<file path="config.mk">
export PLATFORM = sky130hd
export DESIGN_NAME = hier_leaf_stream_stage
export DESIGN_NICKNAME = d
export VERILOG_FILES = /design/src/rtl/hier_leaf_stream_stage.sv
export SDC_FILE = /design/constraint.sdc
export NUM_CORES = 1
export LEC_CHECK = 0
export BUFFER_PORTS_ARGS = -buffer_cell sky130_fd_sc_hd__buf_2
export CORE_UTILIZATION = 40
export DETAILED_ROUTE_END_ITERATION = 12
export PLACE_DENSITY = 0.65
export SLEW_MARGIN = 10
export SYNTH_ARGS = -nofsm -noshare
export SYNTH_HDL_FRONTEND = slang
export SYNTH_SLANG_ARGS = --single-unit
</file>
<file path="constraint.sdc">
create_clock -name clk -period 2.5 [get_ports clk]
set_input_delay 0.5 -clock clk [delete_from_list [all_inputs] [get_ports clk]]
set_output_delay 0.5 -clock clk [all_outputs]
set_load 0.02 [all_outputs]
</file>
<file path="src/rtl/hier_leaf_stream_stage.sv">
// ============================================================================
// hier_leaf_stream_stage
//   Leaf stream stage: valid/ready FIFO with running XOR checksum and drain.
//   Revision: 1.0
// ============================================================================
`default_nettype none

module hier_leaf_stream_stage #(
  parameter int DATA_W = 8,
  parameter int DEPTH  = 4,
  parameter int CNT_W  = $clog2(DEPTH + 1)
) (
  input  logic              clk,
  input  logic              rst_n,
  input  logic              in_valid,
  output logic              in_ready,
  input  logic [DATA_W-1:0] in_data,
  output logic              out_valid,
  input  logic              out_ready,
  output logic [DATA_W-1:0] out_data,
  input  logic              flush,
  output logic              flush_done,
  output logic [CNT_W-1:0]  count,
  output logic [DATA_W-1:0] checksum
);

  localparam int PTR_W = $clog2(DEPTH);

  typedef enum logic [0:0] {
    ST_STREAM = 1'b0,
    ST_DRAIN  = 1'b1
  } state_t;

  state_t              state_q, state_d;
  logic [PTR_W-1:0]    wr_ptr_q, wr_ptr_d;
  logic [PTR_W-1:0]    rd_ptr_q, rd_ptr_d;
  logic [CNT_W-1:0]    count_q, count_d;
  logic [DATA_W-1:0]   checksum_q, checksum_d;
  logic                flush_done_q, flush_done_d;
  logic [DATA_W-1:0]   mem_q [DEPTH];
  logic                push;
  logic                pop;

  assign in_ready   = (count_q != CNT_W'(DEPTH)) && (state_q == ST_STREAM);
  assign out_valid  = (count_q != '0);
  assign out_data   = mem_q[rd_ptr_q];
  assign count      = count_q;
  assign checksum   = checksum_q;
  assign flush_done = flush_done_q;

  always_comb begin
    push         = in_valid & in_ready;
    pop          = out_valid & out_ready;
    wr_ptr_d     = push ? wr_ptr_q + PTR_W'(1) : wr_ptr_q;
    rd_ptr_d     = pop  ? rd_ptr_q + PTR_W'(1) : rd_ptr_q;
    count_d      = count_q;
    if (push && !pop) begin
      count_d = count_q + CNT_W'(1);
    end else if (pop && !push) begin
      count_d = count_q - CNT_W'(1);
    end
    checksum_d   = push ? (checksum_q ^ in_data) : checksum_q;
    state_d      = state_q;
    flush_done_d = 1'b0;
    case (state_q)
      ST_STREAM: begin
        // The cycle carrying flush_done ignores flush, so a held level
        // produces a flush_done that toggles every cycle.
        if (flush && !flush_done_q) begin
          if (count_d == '0) begin
            flush_done_d = 1'b1;
            checksum_d   = '0;
          end else begin
            state_d = ST_DRAIN;
          end
        end
      end
      ST_DRAIN: begin
        if (count_d == '0) begin
          state_d      = ST_STREAM;
          flush_done_d = 1'b1;
          checksum_d   = '0;
        end
      end
      default: state_d = ST_STREAM;
    endcase
  end

  always_ff @(posedge clk) begin
    if (!rst_n) begin
      state_q      <= ST_STREAM;
      wr_ptr_q     <= '0;
      rd_ptr_q     <= '0;
      count_q      <= '0;
      checksum_q   <= '0;
      flush_done_q <= 1'b0;
    end else begin
      state_q      <= state_d;
      wr_ptr_q     <= wr_ptr_d;
      rd_ptr_q     <= rd_ptr_d;
      count_q      <= count_d;
      checksum_q   <= checksum_d;
      flush_done_q <= flush_done_d;
    end
  end

  // Storage carries no reset; occupancy alone decides what is valid.
  always_ff @(posedge clk) begin
    if (push) begin
      mem_q[wr_ptr_q] <= in_data;
    end
  end

endmodule

`default_nettype wire

</file>
==> Word-level counts from Yosys, hierarchy flattened <==
Memory sizes are Yosys's and may differ from the RTL's. A register that Yosys moved wholly into a read port is not among the register bits.
Cells that the tools add are included.
W data, S select, Z words.
{ "word_totals": {"register_bits": 17, "output_inout_bits": 22, "ramBits": 32, "word_cells": 41, "inputBits": 13, "n_memories": 1} }
{ "op_classes": {"addsub": 4, "n_mux": 16, "reduce_logical": 9, "bitwise_logic": 4, "n_eq_ne": 1} }
{ "mem_list": {"columns": ["memory", "words", "word_bits", "rd", "rd_clocked_by_memory_dff", "wr", "line", "source"], "rows": [
  ["mem_q", 4, 8, 1, 1, 1, "40", "logic [DATA_W-1:0] mem_q [DEPTH];"]
]} }
{ "op_table": {"columns": ["operator", "count"], "rows": [
  ["$mux W8", 3],
  ["$pmux W8 S2", 1],
  ["$xor A8 B8 Y8", 1],
  ["$mux W1", 6],
  ["$mux W3", 2],
  ["$add A2 B1 Y2 const B", 2],
  ["$logic_and A1 B1 Y1", 4],
  ["$mux W2", 2],
  ["$pmux W1 S2", 2],
  ["$add A3 B1 Y3 const B", 1],
  ["$logic_not A1 Y1", 3],
  ["$logic_not A3 Y1", 1],
  ["$ne A3 B3 Y1 const B", 1],
  ["$reduce_bool A3 Y1", 1],
  ["$sub A3 B1 Y3 const B", 1],
  ["$and A1 B1 Y1", 2],
  ["$not A1 Y1", 1]
]} }

==> Logic depth before layout (Yosys ltp) <==
Gate-level depths: netlist of run 1.
{ "depth": {"depth_word": 11, "depth_mapped": 8, "depth_no_buf": 7} }

==> Worst setup path after synthesis of run 1 <==
No wires, ideal clock.
{ "synth_path": {"kind": "register to register", "from": "reg count_q[0] (netlist: count[0])", "to": "reg flush_done_q (netlist: flush_done)", "setup_time_ns": 0.060, "synth_period_minus_slack_ns": 2.252, "arrival_time_ns": 2.192, "required_time_ns": 2.440, "slack_ns": 0.248, "path_stages_with_launch": 8, "path_buffers": 0, "cell_sequence": "dfxtp_1 > inv_1 > ha_1 > nor2b_1 > a211o_1 > o22a_1 > a221oi_4 > and2_1"} }
{ "synth_between": {"elab_chain_len": 11, "elab_cells_between_ends": 17, "cone_classes": "2 x add/sub; 1 x eq/ne; 5 x mux; 2 x bitwise; 7 x reduce/logical"} }
{ "synth_lines": {"columns": ["element", "line", "source"], "rows": [
  ["start, declared", "37", "logic [CNT_W-1:0] count_q, count_d;"],
  ["start signal, assigned", "101", "count_q <= count_d;"],
  ["$ne A3 B3 Y1", "44", "assign in_ready = (count_q != CNT_W'(DEPTH)) && (state_q == ST_STREAM);"],
  ["$logic_and A1 B1 Y1", "44", null],
  ["$and A1 B1 Y1", "52", "push = in_valid & in_ready;"],
  ["$logic_not A1 Y1", "59", "end else if (pop && !push) begin"],
  ["$logic_and A1 B1 Y1", "59", null],
  ["$mux W3", "59", null],
  ["$mux W3 (*)", "57", "if (push && !pop) begin"],
  ["$logic_not A3 Y1 (*)", "70, 79", null],
  ["$mux W1 (*)", "70, 79", null],
  ["$mux W1", "69", "if (flush && !flush_done_q) begin"],
  ["$pmux W1 S2 (*)", "65", "case (state_q)"],
  ["end signal, assigned", "103", "flush_done_q <= flush_done_d;"],
  ["end, declared", "39", "logic flush_done_q, flush_done_d;"]
]} }
Mark *: on every way between the ends. The rest lies on a longest branch, timed or not.
A chain may end at the register's enable or synchronous reset.

==> Worst setup path after layout of run 1 <==
Same ends and word-level chain as after synthesis.

==> results of run 1 <==
## per-stage QoR
step / hold WS (ns) / setup slack [ns] / area (um2) / total power (uW)
2_1_floorplan: 0.476 / 0.248 / 2130 / 1940
3_3_place_gp: 0.508 / 0.237 / 2390 / 2230
3_5_place_dp: 0.517 / 0.187 / 2390 / 2240
4_1_cts: 0.421 / 0.173 / 2480 / 2710
5_1_grt: 0.416 / 0.0137 / 2480 / 2860
6_report: 0.429 / 0.180 / 2480 / 2670
## sequential cells by signal (all words and copies together) (netlist names), named ones only
signal	cells
state_q	1
flush_done	1
wr_ptr_q	2
checksum	8
rd_ptr_q	2
mem_q	32
count	3
## cells by family after synthesis
| kind of cell | Yosys count | synth area share (%) |
|---|---|---|
| flops | 51 | 62.8 |
| fa+ha+maj | 7 | 4.10 |
| compound gates | 14 | 6.27 |
| mux | 8 | 8.44 |
| simple gates | 51 | 11.5 |
| buf+inv | 13 | 2.29 |
| xor+xnor | 11 | 4.51 |
## power breakdown
part,switching [uW],total (uW),internal (uW)
Sequential,113,1180,1060
Clock,265,460,195
Combinational,594,1030,439
## Yosys cell counts
library cell	n
a21oi_1	2
nand4_1	1
o211a_1	1
clkbuf_1	5
buf_1	1
nand2_1	16
inv_1	6
nor2_1	8
a211oi_1	1
o22a_1	1
a22oi_1	1
nor2b_1	1
inv_2	1
o211ai_1	1
nand3_1	11
a21oi_4	1
a221oi_4	1
o21a_1	1
or3_1	1
nor3b_1	1
o2111a_1	1
and2_1	5
nand2b_1	1
a21boi_0	1
edfxtp_1	32
ha_1	7
and3_1	6
xnor2_1	11
dfxtp_1	19
mux4_2	8
o21ai_0	1
a211o_1	1
## final timing paths
check,startpoint,endpoint,slack [ns],cells after the start
worst max-delay path,count[0],flush_done,0.18,7
worst min-delay path,in_data[6],mem_q[1][6],0.43,1
worst max register to register,count[0],flush_done,0.18,7
worst min register to register,wr_ptr_q[1],wr_ptr_q[1],0.52,2
## cells in the final DEF (no fill, tap or decap), drive strengths merged
cell / Yosys / final
nor2b: 1 / 1
o2111a: 1 / 1
a221oi: 1 / 1
nor3b: 1 / 1
ha: 7 / 7
a22oi: 1 / 1
a21boi: 1 / 1
nor2: 8 / 8
o211a: 1 / 1
o22a: 1 / 1
edfxtp: 32 / 32
dfxtp: 19 / 19
and3: 6 / 6
clkinvlp: 0 / 1
or3: 1 / 1
a21oi: 3 / 3
mux4: 8 / 8
nand4: 1 / 1
nand3: 11 / 11
buf: 1 / 37
and2: 5 / 5
o21ai: 1 / 1
a211oi: 1 / 1
clkbuf: 5 / 5
xnor2: 11 / 11
inv: 7 / 7
nand2: 16 / 16
o211ai: 1 / 1
a211o: 1 / 1
o21a: 1 / 1
clkinv: 0 / 2
nand2b: 1 / 1
## per-layer routing
layer	wire, um	global-route usage [%]	vias up
li1	-	-	632
met1	1750	18.6	617
met2	1770	26.1	31
met3	146	4.82	6
met4	37	3.77	0
met5	0	0	-
## cell type report
type                    instances  area [um2]  share of cell area, %
inverters                       7        26.3                   1.06
repair buffers                 37         193                   7.77
well taps                      70        87.6                   3.53
multi-input cells              91         744                   30.0
flip-flops and latches         51        1340                   54.1
clock inverters                 3        20.0                  0.807
clock buffers                   5        68.8                   2.77
==> qor.csv, run 1 <==
metric,value,unit
grt_pass1_wl,6150,um
cp.arrival,2.57,ns
final_cells,264,
grt_max_degree,19,
yosysUniqueCellTypes,32,
dp_cells,256,
crit_family,compound AO/OA/AOI/OAI gates,
ir_drop,0.591,mV
path_buf_inv,1,
num_antenna_cells,0,
start_kind,flop,
slowest_stage,a221oi_4,
yosysWarnings,0,
synthTopCellsByArea,"edfxtp_1, dfxtp_1, mux4_2",
antenna_found_initial,0,
first_pass_iters,4,
period_needed,2.32,ns
period_share,92.8,%
drive_gt1_share,28.4,%
critical_path.max_fanout,9,
cts_sinks,51,
path_clk_slew,0.09,ns
drc,0,
synth_nets,175,
crit_required,2.75,ns
synth.cell_area,0.00213,mm2
dp_hpwl,2680,um
finalHoldViolations,0,
cts_made_buffers,5,
crit_path_end_kind,flop,
syn_area_per_cell,13.8,um2
insertion_delay,0.30,ns
ant_nets,0,
io_buffers,34,
synth-seq-area-share,62.8,%
wl,3710,um
clockBufferDepth,2,
cts_root_buffer,clkbuf_8,
track_usage,15.2,%
power_density,1080,mW/mm2
cts_tree,yes,
max_freq,431,MHz
finalSetupViolCount,0,
cts_max_level,2,
synth.top_cell.area_share,45.0,%
start_util,41.8,%
critPathKind,flop to flop,
place_congestion,0.747,
drt-initial-drc-count,42,
core,0.00511,mm2
routed_via_density,4.87,
max-cap-violations,0,
tns,0,ns
tightest_slew,0.484,ns
worstPathCellList,"inv_1, ha_1, nor2b_1, a211o_1, o22a_1, a221oi_4, and2_1",
cts-resized-gates,0,
avgRoutedWirePerCell,14.0,um
syn_inst,155,
synth-seq-cells,51,
grt_pass1_vias,1298,
hold_buffers,0,
rsz0062_at_grt,false,
relSlewSlack,67.4,%
area_growth,16.2,%
die_area,0.00563,mm2
nFillCells,483,
p_leak,0.000964,uW
layout.nets,213,
synth_area_leader_cell,edfxtp_1,
post-route-util,48.6,%
vias,1286,
skew,0.00500,ns
row_count,26,
fp.dieH,75.1,um
postCtsSetupRepairBufs,0,
die_w,75.1,um
maxSlewViolCount,0,
status,"complete, no violations",
overflow,0,
hold_class,input port to flop,
max_stage_delay,0.47,ns
num_io_pins,35,
(Power assumes the default switching activity.)
==> run 2: changes to the inputs <==
--- a/constraint.sdc
+++ b/constraint.sdc
@@ -3,2 +3,2 @@
 set_output_delay 0.5 -clock clk [all_outputs]
-set_load 0.02 [all_outputs]
+set_load 0.005 [all_outputs]
==> run 2 against run 1 <==
Net effect:
- register-to-register slack hardly changed
- wire length is 0.54% lower
- clock-buffer cell count stayed put
- critical path depth stayed put
- sequential share of layout area is 0.35 points lower
- first-iteration DRC count is 9.5% higher
- final area is 0.66% higher
- via count stayed put
- fmax is 0.30% higher
- critical endpoint unchanged
- highest routed layer unchanged
==> qor.csv, run 2 (synthesis gave the netlist of run 1 again) <==
metric,value,unit
internal-power,1790,uW
die_w,75.1,um
grt_max_degree,19,
finalHoldViolations,0,
routed_via_density,4.89,
hold_class,input port to flop,
design_area,0.00250,mm2
path_buf_inv,1,
largest_register_ff_count,32,
place_congestion,0.745,
crit_family,compound AO/OA/AOI/OAI gates,
hold_slack,0.432,ns
pre_cts_ws,0.180,ns
drt-initial-drc-count,46,
track_usage,15.0,%
power,2600,uW
layout.nets,212,
power_density,1040,mW/mm2
drc,0,
first_pass_iters,4,
maxSlewViolCount,0,
grt_pass1_vias,1244,
overflow,0,
worstPathCellList,"inv_1, ha_1, nor2b_1, a211o_1, o22a_1, a221oi_4, and2_1",
drive_gt1_share,28.5,%
num_io_pins,35,
relSlewSlack,64.1,%
io_buffers,34,
cts-resized-gates,0,
switchingPower,808,uW
p_sw_share,31.1,%
insertion_delay,0.30,ns
antenna_found_initial,0,
max-cap-violations,0,
cp.arrival,2.57,ns
row_count,26,
seqPwrFrac,45.8,%
top_register,mem_q,
ir_drop,0.553,mV
mostFrequentLayoutCells,"buf_2, edfxtp_1, dfxtp_1",
status,"complete, no violations",
critPathKind,flop to flop,
cts_root_buffer,clkbuf_8,
dp_hpwl,2660,um
cts_made_buffers,5,
p_leak,0.000975,uW
hold_buffers,0,
skew,0.0104,ns
tns,0,ns
period_share,92.5,%
path_clk_slew,0.09,ns
cts_sinks,51,
start_util,41.8,%
crit_required,2.75,ns
combPwrFrac,32.5,%
fin_ws,0.187,ns
fp.dieH,75.1,um
avgRoutedWirePerCell,14.0,um
critical_path.max_fanout,9,
finalSetupViolCount,0,
vias,1286,
placed_area,0.00238,mm2
period_needed,2.31,ns
cts_max_level,2,
start_kind,flop,
grt_pass1_wl,6070,um
crit_path_end_kind,flop,
cts_tree,yes,
area_growth,17.0,%
rsz0062_at_grt,false,
slowest_stage,a221oi_4,
num_antenna_cells,0,
core,0.00511,mm2
wl,3690,um
max_freq,432,MHz
tightest_slew,0.538,ns
postCtsSetupRepairBufs,0,
final_common_cell,buf_2,
ant_nets,0,
die_area,0.00563,mm2
clockPowerShare,21.7,%
max_stage_delay,0.48,ns
clockBufferDepth,2,
==> run 2: power groups by stage <==
| stage | registers (uW) | clock network, uW | logic (uW) |
|---|---|---|---|
| CTS | 1190 | 581 | 860 |
| detailed placement | 1210 | 0 | 856 |
| global placement | 1210 | 0 | 847 |
| finish | 1190 | 562 | 845 |
| floorplan | 1160 | 0 | 612 |
| global route | 1210 | 617 | 957 |
==> run 2: final timing paths <==
path,startpoint,end,slack (ns),cells past startpoint
hold reg to reg,wr_ptr_q[1],wr_ptr_q[1],0.52,2
setup reg to reg,count[0],flush_done,0.19,7
setup / recovery,count[0],flush_done,0.19,7
hold / removal,in_data[0],mem_q[1][0],0.43,1
==> run 2: layout make-up <==
type	count	area [um2]
inverters	7	26.3
repair buffers	36	185
fillers	464	2610
well taps	70	87.6
clock buffers	5	68.8
clock inverters	3	43.8
flip-flops and latches	51	1340
multi-input cells	91	744
==> run 2: routing by layer <==
layer | GRT usage (%) | vias to the layer above | part of all wire (%)
li1 | - | 633 | -
met5 | 0 | - | 0
met3 | 3.88 | 6 | 4.3
met2 | 23.7 | 34 | 47
met1 | 19.8 | 613 | 47
met4 | 5.66 | 0 | 1.4
==> run 2: metrics by stage <==
| step | instances | utilization (%) |
|---|---|---|
| 4_1_cts | 263 | 48.9 |
| 3_5_place_dp | 255 | 46.7 |
| 6_report | 263 | 48.9 |
| 3_3_place_gp | 255 | 46.7 |
| 2_1_floorplan | 155 | - |
| 5_1_grt | 263 | 48.9 |
